[src/rtl/shift_reg_if.sv]
// Control and data bundle for shift_reg: the master side drives the enables and
// load data, the slave side (the register) returns its contents.
interface shift_reg_if #(
   parameter int LUNGIME = 4
);
   logic               shift_n;
   logic               load_n;
   logic               s_in;
   logic [LUNGIME-1:0] p_in;
   logic [LUNGIME-1:0] p_out;
   logic               s_out;

   modport master (
      output shift_n, load_n, s_in, p_in,
      input  p_out, s_out
   );

   modport slave (
      input  shift_n, load_n, s_in, p_in,
      output p_out, s_out
   );
endinterface

[src/rtl/shift_reg.sv]
// LUNGIME-bit right-shift register with synchronous reset, parallel load and
// serial input at the MSB; priority per edge is reset, load, shift, hold.
module shift_reg #(
   parameter int LUNGIME = 4
) (
   input logic        clk,
   input logic        rst,
   shift_reg_if.slave bus
);

   if (LUNGIME < 2 || LUNGIME > 64) begin : g_width_check
      $error("shift_reg: LUNGIME must be in 2..64");
   end

   logic [LUNGIME-1:0] r;

   // NOTE: the register is updated only with non-blocking assignments, and reset
   // is sampled inside the clocked block so it takes effect only at an edge.
   always_ff @(posedge clk) begin
      if (rst) begin
         r <= '0;
      end else if (!bus.load_n) begin
         r <= bus.p_in;
      end else if (!bus.shift_n) begin
         r <= {bus.s_in, r[LUNGIME-1:1]};
      end
   end

   // Outputs come straight from the register, so no input reaches them combinationally.
   assign bus.p_out = r;
   assign bus.s_out = r[0];

endmodule

[src/flat_wrapper.sv]
// flat-port wrapper written by rule: the top's interface ports become plain ports
module shift_reg_flat 
#(
   parameter int LUNGIME = 4
)
  (clk, rst, bus_shift_n, bus_load_n, bus_s_in, bus_p_in, bus_p_out, bus_s_out);
  shift_reg_if #(.LUNGIME(LUNGIME)) bus_i ();
  input logic clk;
  input logic rst;
  input wire logic [$bits(bus_i.shift_n)-1:0] bus_shift_n;
  input wire logic [$bits(bus_i.load_n)-1:0] bus_load_n;
  input wire logic [$bits(bus_i.s_in)-1:0] bus_s_in;
  input wire logic [$bits(bus_i.p_in)-1:0] bus_p_in;
  output wire logic [$bits(bus_i.p_out)-1:0] bus_p_out;
  output wire logic [$bits(bus_i.s_out)-1:0] bus_s_out;
  assign bus_i.shift_n = bus_shift_n;
  assign bus_i.load_n = bus_load_n;
  assign bus_i.s_in = bus_s_in;
  assign bus_i.p_in = bus_p_in;
  assign bus_p_out = bus_i.p_out;
  assign bus_s_out = bus_i.s_out;
  shift_reg #(.LUNGIME(LUNGIME)) u_core (.clk(clk), .rst(rst), .bus(bus_i));
endmodule
[config.mk]
export PLATFORM = sky130hd
export DESIGN_NAME = shift_reg_flat
export DESIGN_NICKNAME = d
export VERILOG_FILES = /design/src/rtl/shift_reg_if.sv /design/src/rtl/shift_reg.sv /design/src/flat_wrapper.sv
export SDC_FILE = /design/constraint.sdc
export NUM_CORES = 1
export LEC_CHECK = 0
export CORE_AREA = 4 4 41 43
export DETAILED_ROUTE_END_ITERATION = 8
export DIE_AREA = 0 0 45 47
export GPL_ROUTABILITY_DRIVEN = 0
export PLACE_DENSITY = 0.43
export SLEW_MARGIN = 20
export SYNTH_ARGS = -nofsm -noshare
export SYNTH_HDL_FRONTEND = slang
export SYNTH_SLANG_ARGS = --single-unit
[constraint.sdc]
create_clock -name clk -period 0.95 [get_ports clk]
set_input_delay 0.19 -clock clk [delete_from_list [all_inputs] [get_ports clk]]
set_output_delay 0.19 -clock clk [all_outputs]
set_load 0.01 [all_outputs]
==> results.json <==
{
  "final-max-slew-violation-count": 0,
  "min-delay-path-class": "primary input to flop",
  "syn_avg_cell_area_um2": 9.55,
  "worst-endpoint-arrival_ps": 690,
  "register_area_um2": 82.6,
  "num_io_pins": 14,
  "net_count_of_the_mapped_netlist": 28,
  "core_area_um2": 1300,
  "setup_repair_after_global_routing_missed_its_margin": "false",
  "r2r_slack_ps": 150,
  "area_of_the_die_um2": 2120,
  "ys_top_cells_by_area": "sky130_fd_sc_hd__dfxtp_1 (44%), sky130_fd_sc_hd__mux2i_1 (22%), sky130_fd_sc_hd__a211oi_1 (17%), sky130_fd_sc_hd__nor2_1 (8.3%), sky130_fd_sc_hd__buf_4 (4.1%)",
  "run_status": "finished, final reports clean",
  "worst_path_dominant_cell_family": "flip-flops",
  "timing.final.setup_violations": 0,
  "cts_root_buffer": "sky130_fd_sc_hd__clkbuf_4",
  "portBuffers": 13,
  "worst-path-buf-inv": 1,
  "clock_skew_ps": 0.716,
  "worst_setup_start_kind": "flop",
  "fillCellCount": 157,
  "die_extent_in_x_um": 45,
  "hpwl_detailed_um": 383,
  "worst_slew_pin_slew_ps": 260,
  "cap_viol_max_count": 0,
  "row_count": 13,
  "numCtsBuffers": 3,
  "hold_slack_ps": 457,
  "final-hold-violation-count": 0,
  "yosys.cell_types.count": 7,
  "area_growth_syn_to_layout_pct": 84.1,
  "largest_reg_flops": 4,
  "worst_path_largest_cell_delay_ps": 330,
  "timing.critical_path.required_ps": 760,
  "grt_antenna_before_repair": 0,
  "cts_tree": "yes",
  "cts_num_sinks": 4,
  "placed_area_um2": 337,
  "ys_dominant_reg_cell": "sky130_fd_sc_hd__dfxtp_1",
  "synth_edf_count": 0,
  "timing.critical_path.cells": "buf_2",
  "yosysTopAreaCell": "sky130_fd_sc_hd__dfxtp_1",
  "synthCells": 19,
  "num-nets-final": 46,
  "finish.utilization_pct": 25.7,
  "max_freq_ghz": 1.13,
  "netlist.area_leader.share_pct": 44.1,
  "vias_per_cell": 3.78,
  "final_period_minus_worst_setup_slack_ps": 881,
  "post_synth_instance_area_um2": 181,
  "ant_nets": 0,
  "timing.critical_path.fanout_max": 3,
  "synth.yosys.seq_area_share_pct": 44.1,
  "slew_headroom_pct": 82.7,
  "multiInputGateArea_um2": 85.1,
  "globalRouteTotalUtil_pct": 5.92,
  "layout_worst_path_cycle_share_pct": 92.8,
  "initial_core_util_pct": 13.9,
  "clockBufferDepth": 2,
  "antennaDiodeCount": 0,
  "placedCellCount": 47,
  "finalInstanceArea_um2": 334,
  "static-leakage-power_nw": 0.156,
  "detailedRoute.firstIterationViolations": 0,
  "layoutNonFillerInstCount": 50,
  "worst_skew_pair_later_pin_latency_ps": 230,
  "clk_pin_slew_ps": 40,
  "overflow": 0,
  "synthTopCellsByCount": "sky130_fd_sc_hd__a211oi_1 (4), sky130_fd_sc_hd__dfxtp_1 (4), sky130_fd_sc_hd__mux2i_1 (4), sky130_fd_sc_hd__nor2_1 (4)",
  "dr_total_vias": 189,
  "wire_length_of_the_first_global_routing_pass_um": 876,
  "ctsHoldBuffers": 0,
  "yosys_register_bits": 4,
  "layout-drive-gt1-share_pct": 37.1,
  "timing.critical_path.to_type": "output port",
  "drt-wirelength-per-cell_um": 9.62,
  "critPathKind": "flop to output port",
  "ir_worst_vdd_v": 0.000435,
  "first_pass_iters": 1,
  "grt_max_degree": 9,
  "timing.critical_path.slowest_stage_cell": "sky130_fd_sc_hd__dfxtp_2",
  "drc": 0,
  "asyncSetResetFlopFracSynth_pct": 0,
  "yosys_warnings": 0,
  "grt_pass1_vias": 219,
  "die_height_um": 47,
  "power_density_nw_per_um2": 1500,
  "drt_wl_total_um": 481,
  "htree_num_levels": 1
}
[metrics by stage]
| step | total power (W) | setup slack (ps) | setup TNS, ps |
|---|---|---|---|
| 4_1_cts | 0.000519 | 58.0 | 0 |
| 3_5_place_dp | 0.000311 | -284 | -1620 |
| 2_1_floorplan | 0.000235 | 210 | 0 |
| 3_3_place_gp | 0.000311 | -271 | -1560 |
| 5_1_grt | 0.000536 | 35.7 | 0 |
| 6_report | 0.000502 | 68.8 | 0 |
[report_power, final]
part / internal, W / switching, W / total, W / leakage [nW]
registers: 0.000183 / 0.00000712 / 0.000190 / 0.0338
logic: 0.0000615 / 0.0000391 / 0.000101 / 0.109
clock network: 0.000141 / 0.0000699 / 0.000211 / 0.0138
[cells by family after synthesis]
family,after synthesis,share of synthesized area (%)
simple gates,4,8.27
buf+inv,3,8.96
mux,4,22.1
compound gates,4,16.6
flops,4,44.1
[per-layer routing]
layer | routed length (um) | vias to the layer above | GRT usage [%] | part of all wire (%)
li1 | - | 101 | - | -
met1 | 257 | 74 | 7.05 | 53
met2 | 157 | 14 | 7.91 | 33
met3 | 66 | 0 | 2.68 | 14
met4 | 0 | 0 | 5.26 | 0
met5 | 0 | - | 0 | 0
[layout make-up]
| class | instances | share of cell area (%) |
|---|---|---|
| flip-flops and latches | 4 | 24.7 |
| multi-input cells | 12 | 25.5 |
| well taps | 15 | 5.62 |
| repair buffers | 16 | 37.5 |
| clock buffers | 3 | 6.74 |
[layout by cell type, fill, tap and decap left out]
master	n
sky130_fd_sc_hd__clkbuf_4	3
sky130_fd_sc_hd__nor2_1	4
sky130_fd_sc_hd__dfxtp_2	2
sky130_fd_sc_hd__buf_4	3
sky130_fd_sc_hd__a211oi_1	4
sky130_fd_sc_hd__mux2i_1	4
sky130_fd_sc_hd__dlygate4sd2_1	2
sky130_fd_sc_hd__buf_2	5
sky130_fd_sc_hd__clkdlybuf4s50_1	6
sky130_fd_sc_hd__dfxtp_1	2
[final timing paths]
kind / startpoint / to / cells past startpoint
hold reg to reg: u_core.bus.p_out[3]$_SDFFE_PP0P_ / u_core.bus.p_out[3]$_SDFFE_PP0P_ / 2
hold / removal: bus_load_n / u_core.bus.p_out[0]$_SDFFE_PP0P_ / 2
setup reg to reg: u_core.bus.p_out[2]$_SDFFE_PP0P_ / u_core.bus.p_out[2]$_SDFFE_PP0P_ / 3
setup / recovery: u_core.bus.p_out[3]$_SDFFE_PP0P_ / bus_p_out[3] / 1
[what timing repair did]
action | CTS | global route
setup buffers | 0 | 0
setup endpoints to repair | 9 | 0
resized for setup | 24 | 0
Power figures use the tool's default switching activity.
